[src/rtl/mix_seq_pkg.sv]
// Shared types and sizing for the voice mix sequencer.
// Optional feature macro: VOICE_MIX_MUTE_EN (per-voice mute mask).
package mix_seq_pkg;

  localparam int unsigned DATA_BITS = 12;
  localparam int unsigned VOICES    = 4;
  localparam int unsigned IDX_BITS  = $clog2(VOICES);
  localparam int unsigned ACC_BITS  = DATA_BITS + IDX_BITS;

  typedef enum logic [1:0] {
    ST_IDLE  = 2'd0,
    ST_ACCUM = 2'd1,
    ST_DONE  = 2'd2
  } state_t;

endpackage

[src/rtl/voice_mix_sequencer_if.sv]
// Voice bank / DAC side signals of the mix sequencer.
// Optional feature macro: VOICE_MIX_MUTE_EN adds mute_mask.
interface voice_mix_sequencer_if;
  import mix_seq_pkg::*;

  logic                          sample_tick;
  logic [VOICES*DATA_BITS-1:0]   voice_in;
  logic [DATA_BITS-1:0]          dout;
  logic                          dout_valid;
  logic                          busy;
  logic                          overrun;
`ifdef VOICE_MIX_MUTE_EN
  logic [VOICES-1:0]             mute_mask;

  modport master (output sample_tick, voice_in, mute_mask,
                  input  dout, dout_valid, busy, overrun);
  modport slave  (input  sample_tick, voice_in, mute_mask,
                  output dout, dout_valid, busy, overrun);
`else
  modport master (output sample_tick, voice_in,
                  input  dout, dout_valid, busy, overrun);
  modport slave  (input  sample_tick, voice_in,
                  output dout, dout_valid, busy, overrun);
`endif

endinterface

[src/rtl/mix_accumulator.sv]
// Shared clear/add accumulator; wide enough that VOICES full-scale adds never overflow.
module mix_accumulator
  import mix_seq_pkg::*;
(
  input  logic                 clk,
  input  logic                 rst,
  input  logic                 i_clear,
  input  logic                 i_add_en,
  input  logic [DATA_BITS-1:0] i_addend,
  output logic [DATA_BITS-1:0] o_avg_c
);

  logic [ACC_BITS-1:0] r_acc;

  // Running sum: clear has priority over add
  always_ff @(posedge clk) begin
    if (rst || i_clear) begin
      r_acc <= '0;
    end else if (i_add_en) begin
      r_acc <= r_acc + ACC_BITS'(i_addend);
    end
  end

  // Truncated average: drop the log2(VOICES) low bits
  assign o_avg_c = r_acc[ACC_BITS-1:IDX_BITS];

endmodule

[src/rtl/voice_mix_sequencer.sv]
// Time-multiplexed N-voice mixer: snapshot on tick, one voice added per clock, emit average.
// Optional feature macro: VOICE_MIX_MUTE_EN (mute_mask latched with the snapshot).
module voice_mix_sequencer
  import mix_seq_pkg::*;
(
  input  logic                  clk,
  input  logic                  rst,
  voice_mix_sequencer_if.slave  bus
);

  state_t                      r_state, w_state_nxt;
  logic [IDX_BITS-1:0]         r_idx;
  logic [VOICES*DATA_BITS-1:0] r_snap;
  logic [DATA_BITS-1:0]        r_dout;
  logic                        r_dout_valid, r_busy, r_overrun;
  logic                        w_dout_valid_nxt, w_busy_nxt, w_overrun_nxt;
  logic                        w_start, w_add_en;
  logic [DATA_BITS-1:0]        w_sel, w_avg;
`ifdef VOICE_MIX_MUTE_EN
  logic [VOICES-1:0]           r_mute;
`endif

  // State and registered status outputs
  always_ff @(posedge clk) begin
    if (rst) begin
      r_state      <= ST_IDLE;
      r_dout_valid <= 1'b0;
      r_busy       <= 1'b0;
      r_overrun    <= 1'b0;
    end else begin
      r_state      <= w_state_nxt;
      r_dout_valid <= w_dout_valid_nxt;
      r_busy       <= w_busy_nxt;
      r_overrun    <= w_overrun_nxt;
    end
  end

  // Next-state and control decode
  always_comb begin
    w_state_nxt      = r_state;
    w_dout_valid_nxt = 1'b0;
    w_overrun_nxt    = 1'b0;
    w_start          = 1'b0;
    w_add_en         = 1'b0;
    case (r_state)
      ST_IDLE: begin
        if (bus.sample_tick) begin
          w_start     = 1'b1;
          w_state_nxt = ST_ACCUM;
        end
      end
      ST_ACCUM: begin
        w_add_en      = 1'b1;
        w_overrun_nxt = bus.sample_tick;
        if (r_idx == IDX_BITS'(VOICES - 1)) begin
          w_state_nxt = ST_DONE;
        end
      end
      ST_DONE: begin
        w_dout_valid_nxt = 1'b1;
        w_overrun_nxt    = bus.sample_tick;
        w_state_nxt      = ST_IDLE;
      end
      default: begin
        w_state_nxt = ST_IDLE;
      end
    endcase
    w_busy_nxt = (w_state_nxt != ST_IDLE);
  end

  // Snapshot, voice index and output hold register
  always_ff @(posedge clk) begin
    if (rst) begin
      r_idx  <= '0;
      r_snap <= '0;
      r_dout <= '0;
`ifdef VOICE_MIX_MUTE_EN
      r_mute <= '0;
`endif
    end else begin
      if (w_start) begin
        r_snap <= bus.voice_in;
        r_idx  <= '0;
`ifdef VOICE_MIX_MUTE_EN
        r_mute <= bus.mute_mask;
`endif
      end else if (w_add_en) begin
        r_idx <= r_idx + IDX_BITS'(1);
      end
      if (w_dout_valid_nxt) begin
        r_dout <= w_avg;
      end
    end
  end

  // Select the current voice from the snapshot; muted voices still take their cycle
  always_comb begin
    w_sel = r_snap[r_idx*DATA_BITS +: DATA_BITS];
`ifdef VOICE_MIX_MUTE_EN
    if (r_mute[r_idx]) begin
      w_sel = '0;
    end
`endif
  end

  mix_accumulator u_acc (
    .clk      (clk),
    .rst      (rst),
    .i_clear  (w_start),
    .i_add_en (w_add_en),
    .i_addend (w_sel),
    .o_avg_c  (w_avg)
  );

  assign bus.dout       = r_dout;
  assign bus.dout_valid = r_dout_valid;
  assign bus.busy       = r_busy;
  assign bus.overrun    = r_overrun;

endmodule

[src/flat_wrapper.sv]
// flat-port wrapper written by rule: the top's interface ports become plain ports
module voice_mix_sequencer_flat import mix_seq_pkg::*;
  (clk, rst, bus_sample_tick, bus_voice_in, bus_dout, bus_dout_valid, bus_busy, bus_overrun);
  voice_mix_sequencer_if bus_i ();
  input  logic clk;
  input  logic rst;
  input wire logic [$bits(bus_i.sample_tick)-1:0] bus_sample_tick;
  input wire logic [$bits(bus_i.voice_in)-1:0] bus_voice_in;
  output wire logic [$bits(bus_i.dout)-1:0] bus_dout;
  output wire logic [$bits(bus_i.dout_valid)-1:0] bus_dout_valid;
  output wire logic [$bits(bus_i.busy)-1:0] bus_busy;
  output wire logic [$bits(bus_i.overrun)-1:0] bus_overrun;
  assign bus_i.sample_tick = bus_sample_tick;
  assign bus_i.voice_in = bus_voice_in;
  assign bus_dout = bus_i.dout;
  assign bus_dout_valid = bus_i.dout_valid;
  assign bus_busy = bus_i.busy;
  assign bus_overrun = bus_i.overrun;
  voice_mix_sequencer u_core (.clk(clk), .rst(rst), .bus(bus_i));
endmodule
[config.mk]
export PLATFORM = sky130hd
export DESIGN_NAME = voice_mix_sequencer_flat
export DESIGN_NICKNAME = d
export VERILOG_FILES = /design/src/rtl/mix_seq_pkg.sv /design/src/rtl/voice_mix_sequencer_if.sv /design/src/rtl/mix_accumulator.sv /design/src/rtl/voice_mix_sequencer.sv /design/src/flat_wrapper.sv
export SDC_FILE = /design/constraint.sdc
export NUM_CORES = 1
export LEC_CHECK = 0
export ABC_AREA = 1
export BUFFER_PORTS_ARGS = -buffer_cell sky130_fd_sc_hd__buf_2
export CAP_MARGIN = 20
export CORE_ASPECT_RATIO = 0.9
export CORE_UTILIZATION = 31
export DETAILED_ROUTE_END_ITERATION = 8
export GPL_TIMING_DRIVEN = 0
export PLACE_DENSITY = 0.52
export SLEW_MARGIN = 40
export SYNTH_ARGS = -nofsm -noshare
export SYNTH_HDL_FRONTEND = slang
export SYNTH_SLANG_ARGS = --single-unit
[constraint.sdc]
create_clock -name clk -period 2.15 [get_ports clk]
set_input_delay 0.215 -clock clk [delete_from_list [all_inputs] [get_ports clk]]
set_output_delay 0.215 -clock clk [all_outputs]
set_load 0.01 [all_outputs]
==> flow_summary_export.csv <==
group,metric,value,unit
finish,final_net_count,729,
synthesis,syn_nets,642,
sta,finalSetupViolations,0,
critical_path,reg2reg_depth,12,
hold_path,whs_path_depth,3,
sta,postLayoutSetupSlackWorst,0.0354,ns
critical_path,path_depth,12,
pwr,total_leakage_power,2.44,nW
critical_path,critPathLaunchType,"flip-flop",
critical_path,startpoint,"u_core.r_idx[0]",
hold_path,hold_path.class,"input port to flip-flop",
clock_network,holdBufCountCts,0,
floorplan,fp.dieW,120,µm
floorplan,core-area,12200,µm²
detailed_routing,wl_per_cell,13.6,µm
detailed_routing,drt-total-wl,11200,µm
critical_path,cp_cell_sequence,"buf_6 -> buf_4 -> o21ai_1 -> o22ai_2 -> ha_4 -> nand2_1 -> nor2_1 -> nand3_1 -> nand4_1 -> nand3_1 -> nand2_1 -> inv_1",
detailed_routing,postRouteAntennaNets,0,
clock_network,cts_buffers,9,
hold_path,hold_end,"u_core.r_snap[26]",
sta,hold_viol,0,
detailed_routing,drc,0,
synthesis,synth_area,3920,µm²
clock_network,cts_sinks,81,
detailed_routing,drt_pass1_iterations,4,
floorplan,fp-row-count,38,
sta,tightest_slew,0.497,ns
critical_path,path_buf_inv,3,
clock_network,htreeDepth,3,
floorplan,ios,66,
grt,grt_overflow,0,
grt,grt_pass1_wl,17600,µm
pwr,ir_worst_vdd,0.321,mV
pwr,total_power,0.00387,W
floorplan,die_h,109,µm
sta,period_share,98.4,%
synthesis,synth_warnings,0,
finish,area_delta_synth_final,32.6,%
clock_network,cts_tree,"yes",
critical_path,crit_arrival,2.35,ns
critical_path,required,2.39,ns
sta,rsz0062_at_grt,"yes",
critical_path,crit_family,"simple AND/OR/NAND/NOR gates",
detailed_routing,via_per_inst,4.73,
place,pre_cts_ws,-0.379,ns
synthesis,synth_cell_types,26,
place,gp_congestion,0.803,
synthesis,synth_seq_cells,81,
sta,period_minus_slack,2.11,ns
detailed_routing,vias,3910,
synthesis,synth.avg_cell_area,6.82,µm²
critical_path,cpMaxStageDelayCell,"dfxtp_4",
critical_path,slowest_delay,0.40,ns
critical_path,r2r_setup_slack,0.04,ns
sta,skew,0.00481,ns
grt,antenna_found_initial,0,
finish,diodes,0,
sta,drv_slew,0,
critical_path,reg2reg_from,"u_core.r_idx[0]",
critical_path,rr_endpoint,"u_core.u_acc.r_acc[10]",
synthesis,syn_inst,574,
critical_path,criticalPathCategory,"flip-flop to flip-flop",
pwr,powerDensity,745,nW/µm²
grt,grt_start_max_net_pins,14,
critical_path,cp-end-kind,"flip-flop",
grt,globalRouteTotalUtil,17.7,%
hold_path,hp-start,"bus_voice_in[26]",
place,dp_hpwl,8340,µm
finish,drive_above_1_share,25.2,%
flow_run,drv_cap,0,
detailed_routing,drt_iter0_markers,252,
floorplan,start_util,32.2,%
floorplan,die_area,13100,µm²
clock_network,cts.clk_slew.worst_paths,0.06,ns
sta,maxSlewHeadroom,66.9,%
clock_network,clk_path_buf_depth,2,
clock_network,clock_latency,0.34,ns
place,port_buffers,65,
status,status,"completed",
clock_network,cts-root-buf,"clkbuf_16",
sta,max_freq,0.473,GHz
grt,grt_pass1_vias,3679,
synthesis,yosysSeqAreaShare,41.4,%
critical_path,path_max_fanout,7,
==> cell usage after synthesis (all sizes together) <==
library cell	count	area [µm²]
o211ai	1	7.51
ha	16	200
fa	1	20.0
buf	10	56.3
nand3	20	115
nand2	77	299
inv	46	173
xnor2	3	26.3
nand4	2	12.5
a21oi	13	65.1
o21bai	3	22.5
dfxtp	81	1620
nor2	181	687
o21ai	87	435
or2	1	6.26
xor2	3	26.3
clkbuf	17	66.3
o22ai	12	75.1
==> final cells by class <==
class / instances / area (µm²)
Buffer: 27 / 173
Clock buffer: 12 / 256
Clock inverter: 4 / 26.3
Fill cell: 1307 / 6980
Inverter: 46 / 180
Multi-Input combinational cell: 420 / 2300
Sequential cell: 81 / 1630
Tap cell: 160 / 200
Timing Repair Buffer: 76 / 429
==> per-layer routing <==
| metal | wire length, µm | GRT usage (%) |
|---|---|---|
| met3 | 588 | 4.45 |
| met5 | 0 | 0 |
| met4 | 206 | 5.64 |
| met1 | 4890 | 20.8 |
| met2 | 5520 | 31.5 |
==> per-stage QoR <==
step / hold slack [ns] / instance area (µm²) / instances / TNS [ns] / util, %
floorplan: 0.284 / 3920 / 574 / 0 / -
global placement: 0.448 / 4440 / 799 / -2.85 / 36.5
detailed placement: 0.458 / 4440 / 799 / -3.09 / 36.5
CTS: 0.100 / 4810 / 820 / 0 / 39.5
global route: 0.109 / 5190 / 826 / -0.316 / 42.6
finish: 0.109 / 5190 / 826 / 0 / 42.6
==> cells by family (layout without fill, tap and decap cells) <==
group                      count (synthesis)  count (layout)  share of synthesized area (%)
xor gates and xnor gates                   6               6                           1.34
DFF                                       81              81                           41.4
adders and majority gates                 17              17                           5.62
buffers and inverters                     73             165                           7.54
AOI/OAI and AO/OA                        116             116                           15.5
and+or+nand+nor                          281             281                           28.6
==> repair_timing <==
item,4_1_cts,5_1_grt
pin swaps,9,21
setup buffers,5,4
endpoints found under the setup margin,12,11
resized for setup,20,82
cloned,0,2
==> sequential cells by signal (all words and copies together) (netlist names) <==
signal and cells:
u_core.r_idx 2, u_core.bus.dout_valid 1, u_core.r_snap 48, u_core.bus.busy 1, u_core.r_state 2, u_core.u_acc.r_acc 14
u_core.bus.overrun 1, u_core.bus.dout 12
==> how the worst max path moves through the flow <==
stage	slack [ns]	end
final	0.04	u_core.u_acc.r_acc[10]
after global routing	-0.08	u_core.u_acc.r_acc[10]
after CTS	0.001	u_core.u_acc.r_acc[6]
after detailed placement	-0.38	u_core.u_acc.r_acc[6]
after global placement	-0.38	u_core.u_acc.r_acc[6]
after floorplan	0.002	u_core.u_acc.r_acc[8]
==> power by group <==
part	total, W	switching [W]	internal (W)
Sequential	0.00169	0.0000867	0.00160
Clock	0.00145	0.000606	0.000845
Combinational	0.000732	0.000407	0.000325
Total	0.00387	0.00110	0.00277
==> worst reg2reg max path, stage by stage, from the launching register on <==
cell	delay, ns
dfxtp_4	0.40
buf_6	0.14
buf_4	0.13
o21ai_1	0.17
o22ai_2	0.15
ha_4	0.32
nand2_1	0.10
nor2_1	0.16
nand3_1	0.14
nand4_1	0.12
nand3_1	0.08
nand2_1	0.08
inv_1	0.03
==> cells in the final DEF, fill, tap and decap left out, types with 3 or more instances in the layout <==
cell	Yosys	layout
nor2_1	180	172
dfxtp_1	81	79
buf_2	6	69
o21ai_0	84	66
nand2_1	73	66
inv_1	44	42
o21ai_1	3	17
nand3_1	17	16
clkbuf_1	15	13
o22ai_2	0	12
buf_4	3	12
nand2_2	4	11
a21oi_1	13	11
ha_4	0	10
clkbuf_16	0	10
nor2_2	0	7
buf_6	0	5
ha_1	16	5
o21ai_2	0	4
inv_2	2	3
o21bai_1	3	3
nand3_2	3	3
xor2_1	3	3
(Power assumes the default switching activity.)
